===== src/rtl/text_console_ctrl.sv =====
// Purpose: turns a byte stream into text-buffer writes, tracking a cursor and handling CR/LF/BS/FF.
// Latency: printable byte accepted at edge T is written on the first blank cycle after T; ready returns the edge after that write.
// Backpressure: o_char_ready low whenever a write or clear is pending; writes stall (address/data held) while i_blank is low.
module text_console_ctrl #(
    parameter int          COLS      = 32,
    parameter int          ROWS      = 16,
    parameter int          COL_W     = 5,
    parameter int          ROW_W     = 4,
    parameter logic [7:0]  FILL_CHAR = 8'h20
) (
    input  logic                   i_pix_clk,
    input  logic                   i_reset_n,
    input  logic                   i_char_valid,
    input  logic [7:0]             i_char,
    output logic                   o_char_ready,
    input  logic                   i_blank,
    output logic                   o_wr_en,
    output logic [ROW_W+COL_W-1:0] o_wr_addr,
    output logic [7:0]             o_wr_data,
    output logic [COL_W-1:0]       o_cursor_col,
    output logic [ROW_W-1:0]       o_cursor_row,
    output logic                   o_busy
);

    localparam int AW = ROW_W + COL_W;

    localparam logic [1:0] S_IDLE       = 2'd0;
    localparam logic [1:0] S_WRITE_CHAR = 2'd1;
    localparam logic [1:0] S_CLEAR_ROW  = 2'd2;
    localparam logic [1:0] S_CLEAR_ALL  = 2'd3;

    localparam logic [COL_W-1:0] COL_MAX = COL_W'(COLS - 1);
    localparam logic [ROW_W-1:0] ROW_MAX = ROW_W'(ROWS - 1);

    logic [1:0]       r_state;
    logic [COL_W-1:0] r_col;
    logic [ROW_W-1:0] r_row;
    logic [AW-1:0]    r_wr_addr;
    logic [7:0]       r_wr_data;
    logic             r_adv;

    logic             w_accept;
    logic             w_strobe;
    logic             w_printable;
    logic [ROW_W-1:0] w_row_next;
    logic [COL_W-1:0] w_col_dec;
    logic [COL_W-1:0] w_addr_col;

    assign o_char_ready = (r_state == S_IDLE);
    assign o_busy       = (r_state != S_IDLE);
    // Display fetch owns the port outside blank, so the strobe is gated here rather than in the FSM.
    assign w_strobe     = i_blank && (r_state != S_IDLE);
    assign o_wr_en      = w_strobe;
    assign o_wr_addr    = r_wr_addr;
    assign o_wr_data    = r_wr_data;
    assign o_cursor_col = r_col;
    assign o_cursor_row = r_row;

    assign w_accept    = i_char_valid && (r_state == S_IDLE);
    assign w_printable = (i_char >= 8'h20) && (i_char <= 8'h7E);
    // Rows wrap rather than scroll; the new row is wiped instead.
    assign w_row_next  = (r_row == ROW_MAX) ? '0 : r_row + ROW_W'(1);
    assign w_col_dec   = r_col - COL_W'(1);
    assign w_addr_col  = r_wr_addr[COL_W-1:0];

    // Byte decode, write sequencing and cursor update.
    always_ff @(posedge i_pix_clk or negedge i_reset_n) begin
        if (!i_reset_n) begin
            r_state   <= S_IDLE;
            r_col     <= '0;
            r_row     <= '0;
            r_wr_addr <= '0;
            r_wr_data <= '0;
            r_adv     <= 1'b0;
        end else begin
            case (r_state)
                S_IDLE: begin
                    if (w_accept) begin
                        if (w_printable) begin
                            r_wr_addr <= {r_row, r_col};
                            r_wr_data <= i_char;
                            r_adv     <= 1'b1;
                            r_state   <= S_WRITE_CHAR;
                        end else begin
                            case (i_char)
                                8'h0D: r_col <= '0;
                                8'h0A: begin
                                    r_row     <= w_row_next;
                                    r_wr_addr <= {w_row_next, {COL_W{1'b0}}};
                                    r_wr_data <= FILL_CHAR;
                                    r_state   <= S_CLEAR_ROW;
                                end
                                8'h08: begin
                                    // Backspace at column 0 is silently dropped.
                                    if (r_col != '0) begin
                                        r_col     <= w_col_dec;
                                        r_wr_addr <= {r_row, w_col_dec};
                                        r_wr_data <= FILL_CHAR;
                                        r_adv     <= 1'b0;
                                        r_state   <= S_WRITE_CHAR;
                                    end
                                end
                                8'h0C: begin
                                    r_row     <= '0;
                                    r_col     <= '0;
                                    r_wr_addr <= '0;
                                    r_wr_data <= FILL_CHAR;
                                    r_state   <= S_CLEAR_ALL;
                                end
                                default: ;
                            endcase
                        end
                    end
                end
                S_WRITE_CHAR: begin
                    if (w_strobe) begin
                        if (!r_adv || (r_col != COL_MAX)) begin
                            if (r_adv) begin
                                r_col <= r_col + COL_W'(1);
                            end
                            r_state <= S_IDLE;
                        end else begin
                            // Printing in the last column wraps to a fresh, cleared line.
                            r_col     <= '0;
                            r_row     <= w_row_next;
                            r_wr_addr <= {w_row_next, {COL_W{1'b0}}};
                            r_wr_data <= FILL_CHAR;
                            r_state   <= S_CLEAR_ROW;
                        end
                    end
                end
                S_CLEAR_ROW: begin
                    if (w_strobe) begin
                        if (w_addr_col == COL_MAX) begin
                            r_state <= S_IDLE;
                        end else begin
                            r_wr_addr <= r_wr_addr + AW'(1);
                        end
                    end
                end
                default: begin
                    // S_CLEAR_ALL: walk every cell once; address only moves on strobed cycles.
                    if (w_strobe) begin
                        if (r_wr_addr == {AW{1'b1}}) begin
                            r_state <= S_IDLE;
                        end else begin
                            r_wr_addr <= r_wr_addr + AW'(1);
                        end
                    end
                end
            endcase
        end
    end

endmodule

===== config.mk =====
export PLATFORM = sky130hd
export DESIGN_NAME = text_console_ctrl
export DESIGN_NICKNAME = d
export VERILOG_FILES = /design/src/rtl/text_console_ctrl.sv
export SDC_FILE = /design/constraint.sdc
export NUM_CORES = 1
export LEC_CHECK = 0
export CORE_MARGIN = 1
export CORE_UTILIZATION = 33
export CTS_CLUSTER_SIZE = 40
export DETAILED_ROUTE_END_ITERATION = 7
export PLACE_DENSITY = 0.66
export REMOVE_ABC_BUFFERS = 1
export SETUP_SLACK_MARGIN = 0.05
export SLEW_MARGIN = 15
export SYNTH_ARGS = -nofsm -noshare
export SYNTH_HDL_FRONTEND = slang
export SYNTH_SLANG_ARGS = --single-unit

===== constraint.sdc =====
create_clock -name i_pix_clk -period 5.9 [get_ports i_pix_clk]
set_clock_uncertainty 0.15 [all_clocks]
set_input_delay 0.885 -clock i_pix_clk [delete_from_list [all_inputs] [get_ports i_pix_clk]]
set_output_delay 0.885 -clock i_pix_clk [all_outputs]
set_load 0.02 [all_outputs]

==> metrics.md, run 1 <==
| Metric | Value |
|---|---|
| Clock Power Share | `a little over an eighth` |
| Clock sinks | `29` |
| H-tree depth | `2` |
| Die ar. | `6650 um2` |
| Status | `finished clean` |
| Reg2Reg Depth | `7` |
| Final TNS setup | `0 ps` |
| Crit path required time | `5920 ps` |
| Fin nets | `295` |
| Routed length per placed instance | `15.6 um` |
| Clock Root Buffer | `clkbuf_8` |
| CP peak stage delay | `850 ps` |
| Area Growth Syn to Fin | `25.9%` |
| RD Place Congestion | `approximately 0.79` |
| IO Port Bufs | `40` |
| Vias post-DR | `slightly below 2000` |
| Min-delay src | `o_wr_data[7]` |
| Crit-path cells | `clkdlybuf4s50_1 > nor4_1 > and4_1 > a311o_1 > nor2_1 > mux2_2` |
| Slowest CP cell | `nor4_1` |
| Seq pwr share | `29.6%` |
| Antenna violations before repair | `0` |
| Post-Synthesis Cell Area | `2090 um2` |
| Slew HR | `between 30% and 40%` |
| Post-cts repair resize count | `0` |
| Total grt overflow | `0` |
| Library cells used by synthesis | `55` |
| Cells after synthesis | `235` |
| Final-report hold violation count | `0` |
| Synth warnings | `0` |
| M2 GR Usage | `a little over a quarter` |
| DRT Wirelength | `around 5400 um` |
| Postcts setup bufs | `0` |
| Layout cells sized above 1 | `8.03%` |
| Register bit count reported by yosys | `29` |
| VDD IR max | `around 0.20 mV` |
| Number of setup violations in the final report | `0` |
| Slew @ Worst Pin | `952 ps` |
| Drt first pass iters | `4` |
| Min-Delay Path Class | `reg2reg` |
| P per Cell Area | `441 nW/um2` |
| Logic pwr share | `between 50% and 60%` |
| Tcrit/Tclk final | `around 58%` |
| Avg Vias per Cell | `around 5.6` |
| Via count of the first global-routing pass | `1843` |
| Final min period | `3440 ps` |
| Met3 usage | `about 3.7%` |
| P_sw | `0.523 mW` |
| Internal power | `0.637 mW` |
| Initial core utilization | `around a third` |
| Final Total Pwr | `1.16 mW` |
| Initial DRC Count | `184` |
| Die width | `between 80 and 90 um` |
| Critical path capture point type | `flip-flop` |
| DRC | `0` |
| Busiest grt layer | `met2` |
| Grt met1 use | `26.2%` |
| Avg Cell Area, Syn | `~8.9 um2` |
| RSZ-0062 raised after global routing | `no` |
| Worst Setup SP | `i_char[5]` |
| Crit Path Class | `in2reg` |
| Post-route ant nets | `0` |
| Core Box Area | `between 6000 and 7000 um2` |
| Top Ports | `41` |
| Pin count of the biggest net entering global routing | `30` |
| Crit Path Max Fanout | `8` |
| Leakage dissipation | `1.10 nW` |
| WP data arrival | `around 3500 ps` |
| Cts hold-fix bufs | `0` |
| Register area | `a little over 700 um2` |
| Die height | `81.6 um` |
| First-pass GRT wire length | `9220 um` |
| Gr usage total | `18.1%` |
| Rows | `28` |
| R2r startpoint | `o_cursor_col[0]` |
| Fillers | `slightly below 600` |
| Most common flop cell mapped by yosys | `dfrtp_1` |
| Top achievable clock speed | `0.291 GHz` |
| Max Cap Viol | `0` |
| Multi-input logic area | `1250 um2` |
| Post-synth EDFFs | `0` |
| Hold-critical path depth | `1` |
| Worst setup SP type | `input port` |
| Worst-path clk slew | `60 ps` |
| Ys async rst share | `100%` |
| Longest Clk Path Bufs | `2` |
| Sequential-to-total area share from yosys stat | `34.7%` |
| Clk Latency, worst-skew pair | `280 ps` |
| Number of antenna diodes | `0` |
| Net Sw Frac | `45.1%` |
| Dpl hpwl | `about 4000 um` |
| Most frequent cells in the layout | `clkdlybuf4s50_1 (40), dfrtp_1 (29), nand2_1 (22)` |
| Most common cell after layout, fill and taps aside | `clkdlybuf4s50_1` |
| CTS tree | `yes` |
| Slew Viols, Final | `0` |
| Clock buffer count from CTS | `5` |
-- worst paths after layout --
kind,slack (ps),endpoint
max,2460,r_state[0]
min in group asynchronous,840,o_wr_data[3]
max in group asynchronous,4470,o_wr_data[5]
min reg2reg,350,o_wr_data[7]
max reg2reg,3010,r_state[0]
min,350,o_wr_data[7]
-- power by group through the flow --
stage / clock network (mW) / logic [mW] / registers (mW)
floorplan: 0 / 0.367 / 0.390
global placement: 0 / 0.654 / 0.348
detailed placement: 0 / 0.655 / 0.349
CTS: 0.164 / 0.661 / 0.346
global route: 0.174 / 0.723 / 0.358
finish: 0.157 / 0.660 / 0.344
-- cell families (layout without fill, tap and decap cells) --
group	Yosys count	in the layout	synth area share [%]
AND/OR/NAND/NOR	77	77	20.2
adder cells (fa/ha/maj)	10	10	5.99
flip-flops	29	29	34.7
XOR/XNOR	4	4	1.68
multiplexers	14	14	7.19
AO/OA/AOI/OAI	74	74	25.0
buffers and inverters	27	66	5.21
-- cells in the mapped netlist (3+ instances only) --
| cell type | number | share of area [%] |
|---|---|---|
| nand2_1 | 22 | 4.0 |
| o31ai_1 | 3 | 1.1 |
| a21oi_1 | 6 | 1.4 |
| clkbuf_1 | 10 | 1.8 |
| inv_1 | 16 | 2.9 |
| nand2b_1 | 4 | 1.2 |
| a22o_1 | 5 | 2.1 |
| nor3_1 | 4 | 0.96 |
| and3_1 | 7 | 2.1 |
| nor2_1 | 12 | 2.2 |
| nand3_1 | 7 | 1.7 |
| o21ai_0 | 20 | 4.8 |
| dfrtp_1 | 29 | 35 |
| o21bai_1 | 3 | 1.1 |
| ha_1 | 10 | 6.0 |
| o41ai_1 | 4 | 1.7 |
| mux2_2 | 8 | 4.3 |
| mux2i_1 | 6 | 2.9 |
| a31oi_1 | 4 | 1.2 |
| nor2b_1 | 3 | 0.90 |
-- through the flow --
stage	utilization, %	area [um2]	worst slack [ps]	instances	hold slack, ps
global route	43.6	2630	2300	349	397
detailed placement	42.3	2550	2210	341	337
CTS	43.6	2630	2500	349	357
global placement	42.3	2550	2260	341	332
floorplan	-	2040	2860	224	357
finish	43.6	2630	2460	349	352
-- cell type report --
cell class                 count  share of cell area [%]
sequential                    29                    27.6
multi-input combinational    179                    47.7
tap                           75                    3.57
inverter                      16                    2.28
clock buffer                   8                    3.04
timing repair buffer          42                    15.8
-- registers in the layout, summed over array words and instances, names as in the netlist --
| name | cells |
|---|---|
| o_cursor_col | 5 |
| o_cursor_row | 4 |
| o_wr_addr | 9 |
| o_wr_data | 8 |
| r_adv | 1 |
| r_state | 2 |
-- critical path: cells and delay by family --
| family | cells | cell delay (ps) |
|---|---|---|
| AO/OA/AOI/OAI | 1 | 410 |
| multiplexers | 1 | 300 |
| AND/OR/NAND/NOR | 3 | 1350 |
| buffers and inverters | 1 | 500 |
-- metal layers --
metal / vias up / part of all wire [%]
met5: - / 0
met1: 942 / 51
met4: 0 / 1.1
met2: 55 / 43
li1: 955 / -
met3: 6 / 5.0
No activity file was read; power rests on OpenSTA's default activity.
==> inputs of run 2 (changes only) <==
==> constraint.sdc (replaced) <==
create_clock -name i_pix_clk -period 3.3 [get_ports i_pix_clk]
set_clock_uncertainty 0.15 [all_clocks]
set_input_delay 0.495 -clock i_pix_clk [delete_from_list [all_inputs] [get_ports i_pix_clk]]
set_output_delay 0.495 -clock i_pix_clk [all_outputs]
set_load 0.02 [all_outputs]
==> run 2 against run 1 <==
  * Register-to-register slack worse by 2600 ps
  * Worst setup slack worse by 2100 ps
  * Flip-flop and latch count unchanged
  * Via count up 3.0%
  * Core utilization up 2.1 points
  * Total power up 90%
  * Cell count up 4.0%
==> metrics.md, run 2 (synthesis gave the netlist of run 1 again) <==
| Metric | Value |
|---|---|
| Number of antenna diodes | `0 (unchanged)` |
| Multi-input logic area | `1250 um2 (unchanged)` |
| Initial core utilization | `34.7% (unchanged)` |
| Final-report hold violation count | `0 (unchanged)` |
| Top achievable clock speed | `0.341 GHz` |
| Number of flip-flops in the largest register | `9 (unchanged)` |
| IO Port Bufs | `40 (unchanged)` |
| Register area | `726 um2 (unchanged)` |
| Crit path required time | `3320 ps (was 5920 ps)` |
| Final TNS setup | `0 ps (unchanged)` |
| Gr usage total | `19.2% (was 18.1%)` |
| Initial DRC Count | `166 (was 184)` |
| RD Place Congestion | `0.811 (was 0.790)` |
| Slowest CP cell | `or4_4 (was nor4_1)` |
| Tcrit/Tclk final | `between 80% and 90%` |
| Final min period | `just under 3000 ps` |
| VDD IR max | `0.429 mV (was 0.200 mV)` |
| Reg-to-Reg End | `o_wr_data[2] (was r_state[0])` |
| Slew Viols, Final | `0 (unchanged)` |
| Slew @ Worst Pin | `754 ps (was 952 ps)` |
| Max Used Layer | `met4 (unchanged)` |
| Clock Root Buffer | `clkbuf_8 (unchanged)` |
| Crit Path Class | `in2reg (unchanged)` |
| CTS tree | `yes (unchanged)` |
| Longest Clk Path Bufs | `2 (unchanged)` |
| Top Ports | `41 (unchanged)` |
| Final setup margin | `371 ps (was 2460 ps)` |
| CP peak stage delay | `550 ps (was 850 ps)` |
| Crit Path Max Fanout | `7 (was 8)` |
| Post-route ant nets | `0 (unchanged)` |
| DR WL met3 | `287 um (was 275 um)` |
| Pre-CTS WS | `93.5 ps (was 2210 ps)` |
| Leakage dissipation | `1.18 nW (was 1.10 nW)` |
| Core Box Area | `6030 um2 (unchanged)` |
| Die ar. | `6650 um2 (unchanged)` |
| Dpl hpwl | `4280 um (was 3990 um)` |
| Clk Latency, worst-skew pair | `280 ps (about the same)` |
| Die height | `81.6 um (unchanged)` |
| Worst Setup SP | `i_char[4] (was i_char[5])` |
| Vias post-DR | `2016 (was 1958)` |
| RSZ-0062 raised after global routing | `no (unchanged)` |
| Fin nets | `309 (was 295)` |
| Met2 WL | `2610 um (was 2330 um)` |
| Slew HR | `49.0% (was 35.9%)` |
| DRT Wirelength | `5840 um (was 5450 um)` |
| Cts hold-fix bufs | `0 (unchanged)` |
| Total grt overflow | `0 (unchanged)` |
| Rows | `28 (unchanged)` |
| Worst R2R Setup Slack | `400 ps (was 3010 ps)` |
| Avg Vias per Cell | `5.55 (was 5.61)` |
| Die width | `81.6 um (unchanged)` |
| First-pass GRT wire length | `9620 um (was 9220 um)` |
| Most frequent cells in the layout | `clkdlybuf4s50_1 (40), dfrtp_1 (29), nand2_1 (22) (unchanged)` |
| Worst setup SP type | `input port (unchanged)` |
| Critical path capture point type | `flip-flop (unchanged)` |
| R2r startpoint | `o_cursor_col[0] (unchanged)` |
| Worst-path clk slew | `60 ps (about the same)` |
| Reg2Reg Depth | `9 (was 7)` |
| Most common cell after layout, fill and taps aside | `clkdlybuf4s50_1 (unchanged)` |
| Via count of the first global-routing pass | `1923 (was 1843)` |
| Routed length per placed instance | `16.1 um (was 15.6 um)` |
| P per Cell Area | `799 nW/um2 (was 441 nW/um2)` |
| Area Growth Syn to Fin | `31.9% (was 25.9%)` |
| Status | `finished clean (unchanged)` |
| H-tree depth | `2 (unchanged)` |
| Number of setup violations in the final report | `0 (unchanged)` |
| Postcts setup bufs | `0 (unchanged)` |
| Post-cts repair resize count | `0 (unchanged)` |
| DRC | `0 (unchanged)` |
| Min-Delay Path Class | `reg2reg (unchanged)` |
| Layout cells sized above 1 | `13.5% (was 8.03%)` |
| Clock sinks | `29 (unchanged)` |
| Pin count of the biggest net entering global routing | `30 (unchanged)` |
| Crit-path cells | `clkdlybuf4s50_1 > or4_4 > a211o_1 > a311o_1 > nor3_4 > mux2_2 (was clkdlybuf4s50_1 > nor4_1 > and4_1 > a311o_1 > nor2_1 > mux2_2)` |
| Max Cap Viol | `0 (unchanged)` |
| Critical path capture point | `o_wr_addr[1] (was r_state[0])` |
| Drt first pass iters | `4 (unchanged)` |
| WP data arrival | `2950 ps (was 3450 ps)` |
| M1 wire length | `2880 um (was 2780 um)` |
| Fillers | `603 (was 587)` |
| Clock buffer count from CTS | `5 (unchanged)` |
| Antenna violations before repair | `0 (unchanged)` |
[run 2: routing by layer]
layer,up-vias,track usage (%)
met5,-,0
met4,0,7.02
met3,5,3.56
met2,57,29.2
met1,975,26.9
li1,979,-
[run 2: where the power goes]
group | switching (mW) | internal, mW | leakage, nW
registers | 0.132 | 0.466 | 0.381
logic | 0.701 | 0.571 | 0.745
clock network | 0.145 | 0.188 | 0.0542
total | 0.977 | 1.23 | 1.18
[run 2: through the flow]
step	power [mW]	cells	area, um2	hold slack [ps]	util (%)
2_1_floorplan	1.35	224	2040	49.4	-
3_3_place_gp	1.84	355	2660	335	44.1
3_5_place_dp	1.86	355	2660	339	44.1
4_1_cts	2.21	363	2760	361	45.7
5_1_grt	2.36	363	2760	403	45.7
6_report	2.20	363	2760	352	45.7
[run 2: worst max-delay path, delay by kind of cell]
kind / cells / cell delay [ps]
AO/OA/AOI/OAI: 2 / 730
buffers and inverters: 1 / 420
AND/OR/NAND/NOR: 2 / 910
multiplexers: 1 / 380
[run 2: worst min path at each step]
stage / startpoint / end / slack (ps) / depth (start not counted)
floorplan: i_reset_n / o_cursor_col[0] / 50 / 0
global placement: o_wr_data[7] / o_wr_data[7] / 340 / 1
finish: o_wr_data[7] / o_wr_data[7] / 350 / 1
CTS: o_wr_data[7] / o_wr_data[7] / 360 / 1
global route: o_wr_data[4] / o_wr_data[4] / 400 / 2
detailed placement: o_wr_data[7] / o_wr_data[7] / 340 / 1
[run 2: final cells by class]
type / count / area share, %
inverter: 16 / 2.18
multi-input combinational: 179 / 45.5
sequential: 29 / 26.3
clock inverter: 1 / 0.182
clock buffer: 7 / 3.50
tap: 75 / 3.40
timing repair buffer: 56 / 18.9
